`config.mk`:
```
export PLATFORM = sky130hd
export DESIGN_NAME = scr_stack_ctrl
export DESIGN_NICKNAME = d
export VERILOG_FILES = /design/src/rtl/scr_stack_pkg.sv /design/src/rtl/scr_sp_reg.sv /design/src/rtl/scr_stack_ctrl.sv
export SDC_FILE = /design/constraint.sdc
export NUM_CORES = 1
export LEC_CHECK = 0
export BUFFER_PORTS_ARGS = -buffer_cell sky130_fd_sc_hd__buf_2
export CAP_MARGIN = 15
export CORE_ASPECT_RATIO = 0.75
export CORE_MARGIN = 3
export CORE_UTILIZATION = 40
export DETAILED_ROUTE_END_ITERATION = 10
export PLACE_DENSITY_LB_ADDON = 0.3
export SLEW_MARGIN = 5
export SYNTH_ARGS = -nofsm -noshare
export SYNTH_HDL_FRONTEND = slang
export SYNTH_HIERARCHICAL = 1
export SYNTH_SLANG_ARGS = --single-unit
```
`constraint.sdc`:
```
create_clock -name i_clk -period 2.7 [get_ports i_clk]
set_input_delay 0.135 -clock i_clk [delete_from_list [all_inputs] [get_ports i_clk]]
set_output_delay 0.135 -clock i_clk [all_outputs]
set_load 0.02 [all_outputs]
```
`src/rtl/scr_stack_pkg.sv`:
```
// Shared types and default widths for the scratch-RAM stack controller.
// The helper builds the SCR word that the data mux produces for a register push.
package scr_stack_pkg;

  localparam int ADDR_W_DEF = 8;
  localparam int DATA_W_DEF = 10;
  localparam int REG_W_DEF  = 8;

  typedef enum logic [2:0] {
    OP_NOP   = 3'd0,
    OP_PUSH  = 3'd1,
    OP_POP   = 3'd2,
    OP_CALL  = 3'd3,
    OP_RET   = 3'd4,
    OP_SP_LD = 3'd5
  } op_t;

  typedef enum logic [1:0] {
    ST_IDLE  = 2'd0,
    ST_WRITE = 2'd1,
    ST_READ  = 2'd2,
    ST_RESP  = 2'd3
  } state_t;

  function automatic logic [DATA_W_DEF-1:0] zext_reg(input logic [REG_W_DEF-1:0] r);
    return {{(DATA_W_DEF-REG_W_DEF){1'b0}}, r};
  endfunction

endpackage

```
`src/rtl/scr_sp_reg.sv`:
```
// Stack pointer and occupancy registers for the SCR stack.
// The stack grows downward; occupancy is one bit wider so a completely full stack is distinguishable.
module scr_sp_reg #(
  parameter int                 ADDR_W   = 8,
  parameter logic [ADDR_W-1:0]  SP_RESET = '0
) (
  input  logic              i_clk,
  input  logic              i_rst,
  input  logic              i_dec,
  input  logic              i_inc,
  input  logic              i_load,
  input  logic [ADDR_W-1:0] i_load_val,
  output logic [ADDR_W-1:0] o_sp,
  output logic              o_full,
  output logic              o_empty
);

  localparam logic [ADDR_W-1:0] SP_ONE  = ADDR_W'(1);
  localparam logic [ADDR_W:0]   OCC_ONE = (ADDR_W+1)'(1);

  logic [ADDR_W-1:0] r_sp;
  logic [ADDR_W:0]   r_occ;

  always_ff @(posedge i_clk or posedge i_rst) begin
    if (i_rst) begin
      r_sp  <= SP_RESET;
      r_occ <= '0;
    end else if (i_load) begin
      r_sp  <= i_load_val;
      r_occ <= '0;
    end else if (i_dec) begin
      r_sp  <= r_sp - SP_ONE;
      r_occ <= r_occ + OCC_ONE;
    end else if (i_inc) begin
      r_sp  <= r_sp + SP_ONE;
      r_occ <= r_occ - OCC_ONE;
    end
  end

  assign o_sp    = r_sp;
  assign o_full  = r_occ[ADDR_W];
  assign o_empty = (r_occ == '0);

endmodule

```
`src/rtl/scr_stack_ctrl.sv`:
```
// Sequences SCR accesses for PUSH/POP/CALL/RET and owns SP, occupancy and error flags.
// SCR address/strobe are decoded from state and SP; results and flags are registered.
module scr_stack_ctrl
  import scr_stack_pkg::*;
#(
  parameter int                ADDR_W   = ADDR_W_DEF,
  parameter int                DATA_W   = DATA_W_DEF,
  parameter logic [ADDR_W-1:0] SP_RESET = '0
) (
  input  logic              i_clk,
  input  logic              i_rst,
  input  logic              i_op_valid,
  output logic              o_op_ready,
  input  logic [2:0]        i_op_code,
  input  logic [ADDR_W-1:0] i_sp_ld_val,
  output logic [ADDR_W-1:0] o_scr_addr,
  output logic              o_scr_we,
  output logic              o_scr_data_sel,
  input  logic [DATA_W-1:0] i_scr_dout,
  output logic              o_result_valid,
  output logic [DATA_W-1:0] o_result_data,
  output logic              o_result_is_pc,
  output logic [ADDR_W-1:0] o_sp,
  output logic              o_ovf,
  output logic              o_unf,
  input  logic              i_err_clr
);

  localparam logic [ADDR_W-1:0] SP_ONE = ADDR_W'(1);

  state_t            r_state;
  logic              r_is_pc;
  logic              r_result_valid;
  logic [DATA_W-1:0] r_result_data;
  logic              r_result_is_pc;
  logic              r_ovf;
  logic              r_unf;

  op_t               w_op;
  logic              w_accept;
  logic              w_push;
  logic              w_pop;
  logic              w_full;
  logic              w_empty;
  logic [ADDR_W-1:0] w_sp;

  assign w_op     = op_t'(i_op_code);
  assign w_accept = i_op_valid && (r_state == ST_IDLE);
  assign w_push   = (w_op == OP_PUSH) || (w_op == OP_CALL);
  assign w_pop    = (w_op == OP_POP)  || (w_op == OP_RET);

  scr_sp_reg #(
    .ADDR_W   (ADDR_W),
    .SP_RESET (SP_RESET)
  ) u_sp_reg (
    .i_clk      (i_clk),
    .i_rst      (i_rst),
    .i_dec      (r_state == ST_WRITE),
    .i_inc      (r_state == ST_RESP),
    .i_load     (w_accept && (w_op == OP_SP_LD)),
    .i_load_val (i_sp_ld_val),
    .o_sp       (w_sp),
    .o_full     (w_full),
    .o_empty    (w_empty)
  );

  // r_is_pc remembers CALL/RET so WRITE picks the PC mux leg and RESP tags the result.
  always_ff @(posedge i_clk or posedge i_rst) begin
    if (i_rst) begin
      r_state <= ST_IDLE;
      r_is_pc <= 1'b0;
    end else begin
      case (r_state)
        ST_IDLE: begin
          if (w_accept && w_push && !w_full) begin
            r_state <= ST_WRITE;
            r_is_pc <= (w_op == OP_CALL);
          end else if (w_accept && w_pop && !w_empty) begin
            r_state <= ST_READ;
            r_is_pc <= (w_op == OP_RET);
          end
        end
        ST_WRITE: r_state <= ST_IDLE;
        ST_READ:  r_state <= ST_RESP;
        default:  r_state <= ST_IDLE;
      endcase
    end
  end

  // A new error in the same cycle as a clear leaves the flag set.
  always_ff @(posedge i_clk or posedge i_rst) begin
    if (i_rst) begin
      r_result_valid <= 1'b0;
      r_result_data  <= '0;
      r_result_is_pc <= 1'b0;
      r_ovf          <= 1'b0;
      r_unf          <= 1'b0;
    end else begin
      r_result_valid <= (r_state == ST_RESP);
      if (r_state == ST_RESP) begin
        r_result_data  <= i_scr_dout;
        r_result_is_pc <= r_is_pc;
      end
      if (w_accept && w_push && w_full)
        r_ovf <= 1'b1;
      else if (i_err_clr)
        r_ovf <= 1'b0;
      if (w_accept && w_pop && w_empty)
        r_unf <= 1'b1;
      else if (i_err_clr)
        r_unf <= 1'b0;
    end
  end

  assign o_op_ready     = (r_state == ST_IDLE);
  assign o_scr_we       = (r_state == ST_WRITE);
  assign o_scr_addr     = (r_state == ST_WRITE) ? (w_sp - SP_ONE) : w_sp;
  assign o_scr_data_sel = (r_state == ST_WRITE) && r_is_pc;
  assign o_result_valid = r_result_valid;
  assign o_result_data  = r_result_data;
  assign o_result_is_pc = r_result_is_pc;
  assign o_sp           = w_sp;
  assign o_ovf          = r_ovf;
  assign o_unf          = r_unf;

endmodule

```
==> Word-level counts from Yosys, hierarchy flattened <==
Index checks and enable logic that the tools add are counted.
{ "word_totals": {"regBits": 34, "inputBits": 25, "out_inout_bits": 33, "word_cells": 57} }
{ "classes": {"addsub": 4, "n_eq_ne": 9, "muxes": 15, "reduce_logical": 20} }
{ "ops": {"columns": ["cell", "n"], "rows": [
  ["2-to-1 mux 8 bit", 4],
  ["2-to-1 mux 9 bit", 3],
  ["adder 9 x 1 -> 9 bit (second input constant)", 1],
  ["logical AND 1 bit", 9],
  ["zero test 9 bit", 1],
  ["subtractor 9 x 1 -> 9 bit (second input constant)", 1],
  ["adder 8 x 1 -> 8 bit (second input constant)", 1],
  ["subtractor 8 x 1 -> 8 bit (second input constant)", 1],
  ["equality test 3 x 2 -> 1 bit (second input constant)", 2],
  ["equality test 3 bit (second input constant)", 2],
  ["nonzero test 2 bit", 3],
  ["2-to-1 mux 1 bit", 5],
  ["equality test 2 bit (second input constant)", 2],
  ["2-to-1 mux 2 bit", 2],
  ["one-hot mux 2 bit (2 select lines)", 1],
  ["equality test 3 x 1 -> 1 bit (second input constant)", 1],
  ["!= test 3 x 1 -> 1 bit (second input constant)", 1],
  ["nonzero test 3 bit", 1],
  ["equality test 2 x 1 -> 1 bit (second input constant)", 1],
  ["zero test 1 bit", 2],
  ["zero test 2 bit", 1],
  ["logical OR 1 bit", 2],
  ["AND reduction 2 bit", 1]
]} }

==> Longest topological paths before layout <==
{ "depth": {"ltp_word": 7, "mapped_depth": 10, "ltp_nobuf": 9} }

==> By module <==
Netlist, hierarchy kept.
{ "modules_own_cells": {"columns": ["mod", "n_inst", "cells_each", "area_per_inst_um2", "seq_area_each_um2"], "rows": [
  ["scr_sp_reg", 1, 149, 1367.6, 425.4],
  ["scr_stack_ctrl", 1, 80, 884.6, 425.4]
]} }

==> Worst setup path before layout <==
No wires, ideal clock.
{ "synth_timing": {"path_kind": "flip-flop to flip-flop", "start": "register r_state[0]", "end": "register u_sp_reg.r_occ[7]", "setup_ps": 118, "arrival_ps": 2868, "required_time_ps": 2582, "setup_slack_ps": -286, "path_stages_with_launch": 11, "n_path_buf": 1, "period_less_slack_ps": 2986, "path_cell_list": "dfrtp_1 -> nor2b_1 -> clkbuf_1 -> inv_1 -> ha_1 -> a21o_1 -> a211oi_1 -> o21bai_1 -> o31ai_2 -> xnor2_1 -> a21o_1"} }
{ "synth_between": {"word_cells_on_any_way": 8, "cone_classes": "eq/ne: 2; mux: 2; reduce/logical: 4"} }
{ "synth_lines": {"columns": ["item", "line_no", "rtl"], "rows": [
  ["start: declaration", "scr_stack_ctrl.sv:31", "state_t r_state;"],
  ["start signal: assignment", "scr_stack_ctrl.sv:70", "r_state <= ST_IDLE;"],
  ["start signal: assignment", "scr_stack_ctrl.sv:76", "r_state <= ST_WRITE;"],
  ["start signal: assignment", "scr_stack_ctrl.sv:79", "r_state <= ST_READ;"],
  ["equality test 2 x 1 -> 1 bit (*)", null, null],
  ["net o_scr_we", "scr_stack_ctrl.sv:17", "output logic o_scr_we,"],
  ["2-to-1 mux 9 bit", "scr_sp_reg.sv:31", "end else if (i_dec) begin"],
  ["2-to-1 mux 9 bit", "scr_sp_reg.sv:28", "end else if (i_load) begin"],
  ["end signal: assignment", "scr_sp_reg.sv:33", "r_occ <= r_occ + OCC_ONE;"],
  ["end signal: assignment", "scr_sp_reg.sv:36", "r_occ <= r_occ - OCC_ONE;"],
  ["end: declaration", "scr_sp_reg.sv:22", "logic [ADDR_W:0] r_occ;"]
]} }
The timed path passes the listed nets; every way through them passes the cells marked *.
A chain may end at the register's enable or synchronous reset.

==> Worst setup path in the final report <==
{ "layout_timing": {"start": "register r_state[1]", "end": "register u_sp_reg.r_sp[6], in the netlist u_sp_reg/o_sp[6]"} }
{ "layout_between": {"elab_chain_cells": 4, "word_cells_on_any_way": 8, "cone_classes": "eq/ne: 2; mux: 2; reduce/logical: 4"} }
{ "layout_lines": {"columns": ["item", "line_no", "rtl"], "rows": [
  ["zero test 2 bit", "scr_stack_ctrl.sv:48", "assign w_accept = i_op_valid && (r_state == ST_IDLE);"],
  ["logical AND 1 bit", "scr_stack_ctrl.sv:48", null],
  ["logical AND 1 bit", "scr_stack_ctrl.sv:60", ".i_load (w_accept && (w_op == OP_SP_LD)),"],
  ["nonzero test 3 bit (no source line) or 2-to-1 mux 8 bit (tied branches)", null, null],
  ["end signal: assignment", "scr_sp_reg.sv:29", "r_sp <= i_load_val;"],
  ["end signal: assignment", "scr_sp_reg.sv:32", "r_sp <= r_sp - SP_ONE;"],
  ["end signal: assignment", "scr_sp_reg.sv:35", "r_sp <= r_sp + SP_ONE;"],
  ["end: declaration", "scr_sp_reg.sv:21", "logic [ADDR_W-1:0] r_sp;"]
]} }
Parallel ways exist; a longest one is shown, timed or not.

==> impl_metrics.ini <==
[outcome]
status = completed

[critical_path]
arrival_ns = 2.56
worstSetupStartpointType = flop
end_kind = flop
crit_type = reg -> reg
crit_required_ns = 2.89
timing.critical_path.fanout_max = 18

[synthesis]
async_reset_ff_share_pct = 100
synth-seq-cells = 34
synth_area_mm2 = 0.00225
synth_ff_type = dfrtp_1
synth_edf_count = 0
syn-num-nets = 270
ys_types = 49
syn_inst = 229
avgSynthCellArea_um2 = 9.83
ys_warn_count = 6
yosysSeqAreaShare_pct = 37.8

[final_layout]
area_delta_synth_final_pct = 21.9
final_area_mm2 = 0.00275
antennaDiodeCount = 0
layout_common_cells = buf_2, dfrtp_1, nand2_1, nor2_1
drive_gt1_share_pct = 32.1
layout_commonest_cell = buf_2
final_nets = 336

[timing]
setup_viol = 0
hold_violations = 0
slew_violations = 0
holdWs_ns = 0.0491
skew_ns = 0.00421
max_freq_mhz = 422
slew_headroom_pct = 50.0
period_needed_ns = 2.37
rsz0062_at_grt = false
tightest_slew_ns = 0.750
post-route-period-util_pct = 87.8
setup_tns_ns = 0

[route]
routed_wl_um = 5200
drcViolationCount = 0
first_pass_iters = 4
ant_nets = 0
first_iter_violations = 76
vias_per_cell = 5.14
vias = 1890
wl_per_cell_um = 14.1

[power_and_ir_drop]
switching_share_pct = 46.6
seqPwrFrac_pct = 25.0
p_total_mw = 3.95
p_leak_nw = 1.32
power.internal_mw = 2.11
vdd_drop_max_mv = 0.674
p_per_area_mw_per_mm2 = 1440
clock_power_share_pct = 10.0
power_frac_comb_pct = 65.0
switchingPower_mw = 1.84

[cts]
cts_tree = done
clkTransAtPathRegs_ns = 0.07
max-clock-path-buffers = 2
cts_setup_buffers = 0
clk_latency_ns = 0.28
htree_levels = 2
numCtsBuffers = 5
cts-root-buf = clkbuf_8
clock-sinks = 34

[global_routing]
grt_max_degree = 19
use_met2_pct = 23.7
antenna_found_initial = 0
grt_pass1_vias = 1810
busiest_layer = met1
groute.usage.overall_pct = 16.3
met1_usage_pct = 24.7
grt_pass1_wl_um = 8690
grtUsageMet3_pct = 3.83
gr-total-overflow = 0

[floorplanning]
die_h_um = 71.0
dieArea_mm2 = 0.00658
die_w_um = 92.6
core_mm2 = 0.00515
std_cell_rows = 22
ioPinCount = 58
start_util_pct = 43.8

[job]
drv_cap = 0

[place]
routabilityCongestion = 0.773
io_buffers = 57
placed_area_mm2 = 0.00265
dp_hpwl_um = 3980

[hold_path]
min_path_type = in -> reg
## worst max-delay path, cell delays in order (launching register included)
cell and delay, ns:
dfrtp_1 0.45, nor2b_1 0.17, buf_4 0.26, ha_1 0.31, nor2b_1 0.14, o21ai_0 0.15, nand2b_1 0.11, a311oi_1 0.32
xor2_1 0.11, a221oi_1 0.27
## final cells by class
class                           count  area (µm²)
Inverter                           14        52.6
Clock buffer                        7        86.3
Fill cell                         504        2400
Clock inverter                      1        5.00
Tap cell                           72        90.1
Sequential cell                    34         851
Multi-Input combinational cell    174        1310
Timing Repair Buffer               66         355
## sequential cells by signal (all words and copies together) (netlist names)
| signal | count |
|---|---|
| o_ovf | 1 |
| o_result_data | 10 |
| o_result_is_pc | 1 |
| o_result_valid | 1 |
| o_unf | 1 |
| r_is_pc | 1 |
| r_state | 2 |
| u_sp_reg/o_sp | 8 |
| u_sp_reg/r_occ | 9 |
## metal layers
layer,wire (µm),vias to the layer above,part of all wire (%)
li1,-,944,-
met3,312,5,6.0
met1,2630,888,51
met2,2220,53,43
met5,0,-,0
met4,30,0,0.58
## path summary, 6_finish.rpt
kind                                start                end  slack, ns  cells after the start
min in group asynchronous           i_rst   o_result_data[5]       0.48                      3
max reg2reg                    r_state[1]   u_sp_reg/o_sp[6]       0.33                      9
min                             i_err_clr              o_unf       0.05                      2
max in group asynchronous           i_rst  u_sp_reg/r_occ[1]       1.69                      3
min reg2reg                o_result_is_pc     o_result_is_pc       0.49                      2
max                            r_state[1]   u_sp_reg/o_sp[6]       0.33                      9
## metrics by stage
| stage | setup WS [ns] | utilization [%] | instances |
|---|---|---|---|
| floorplan | 0.134 | - | 229 |
| global placement | 0.358 | 51.4 | 359 |
| detailed placement | 0.325 | 51.4 | 359 |
| CTS | 0.322 | 53.4 | 368 |
| global route | 0.112 | 53.4 | 368 |
| finish | 0.329 | 53.4 | 368 |
## Yosys cell counts (all sizes together) (2+ instances only)
cell | count | share of area, %
a211oi | 3 | 1.2
a21o | 4 | 1.4
a21oi | 13 | 2.9
and2 | 2 | 0.56
buf | 3 | 1.2
clkbuf | 4 | 0.67
dfrtp | 34 | 38
fa | 2 | 1.8
ha | 14 | 7.8
inv | 14 | 2.3
mux2 | 13 | 6.5
nand2 | 16 | 2.7
nand2b | 3 | 0.83
nand3 | 3 | 0.67
nor2 | 16 | 2.7
nor2b | 6 | 1.7
nor3 | 4 | 0.89
nor3b | 10 | 3.6
nor4 | 4 | 1.4
o2111ai | 2 | 0.78
o21a | 3 | 1.0
o21ai | 14 | 3.1
o21bai | 3 | 1.0
or3 | 2 | 0.56
xnor2 | 12 | 4.7
xor2 | 8 | 3.1
## logic make-up after synthesis
family	share of synthesized area, %
AOI/OAI and AO/OA	16.2
xor gates and xnor gates	7.78
adders and majority gates	9.56
buffers and inverters	4.22
DFF	37.8
muxes	6.94
and+or+nand+nor	17.6
## power by group through the flow
stage                     registers, mW  logic (mW)  clock network, mW
after floorplan                    1.13        1.77                  0
after global placement            0.989        2.52                  0
after detailed placement          0.998        2.56                  0
after CTS                         0.990        2.57              0.400
after global routing               1.03        2.85              0.426
final                             0.989        2.57              0.396
## timing repair
item                       4_1_cts  5_1_grt
setup endpoints to repair        0        0
hold buffers                     1        0
hold endpoints to repair        17        0
resized for setup                0        0
Note: power is estimated with default switching activity, not from simulation.
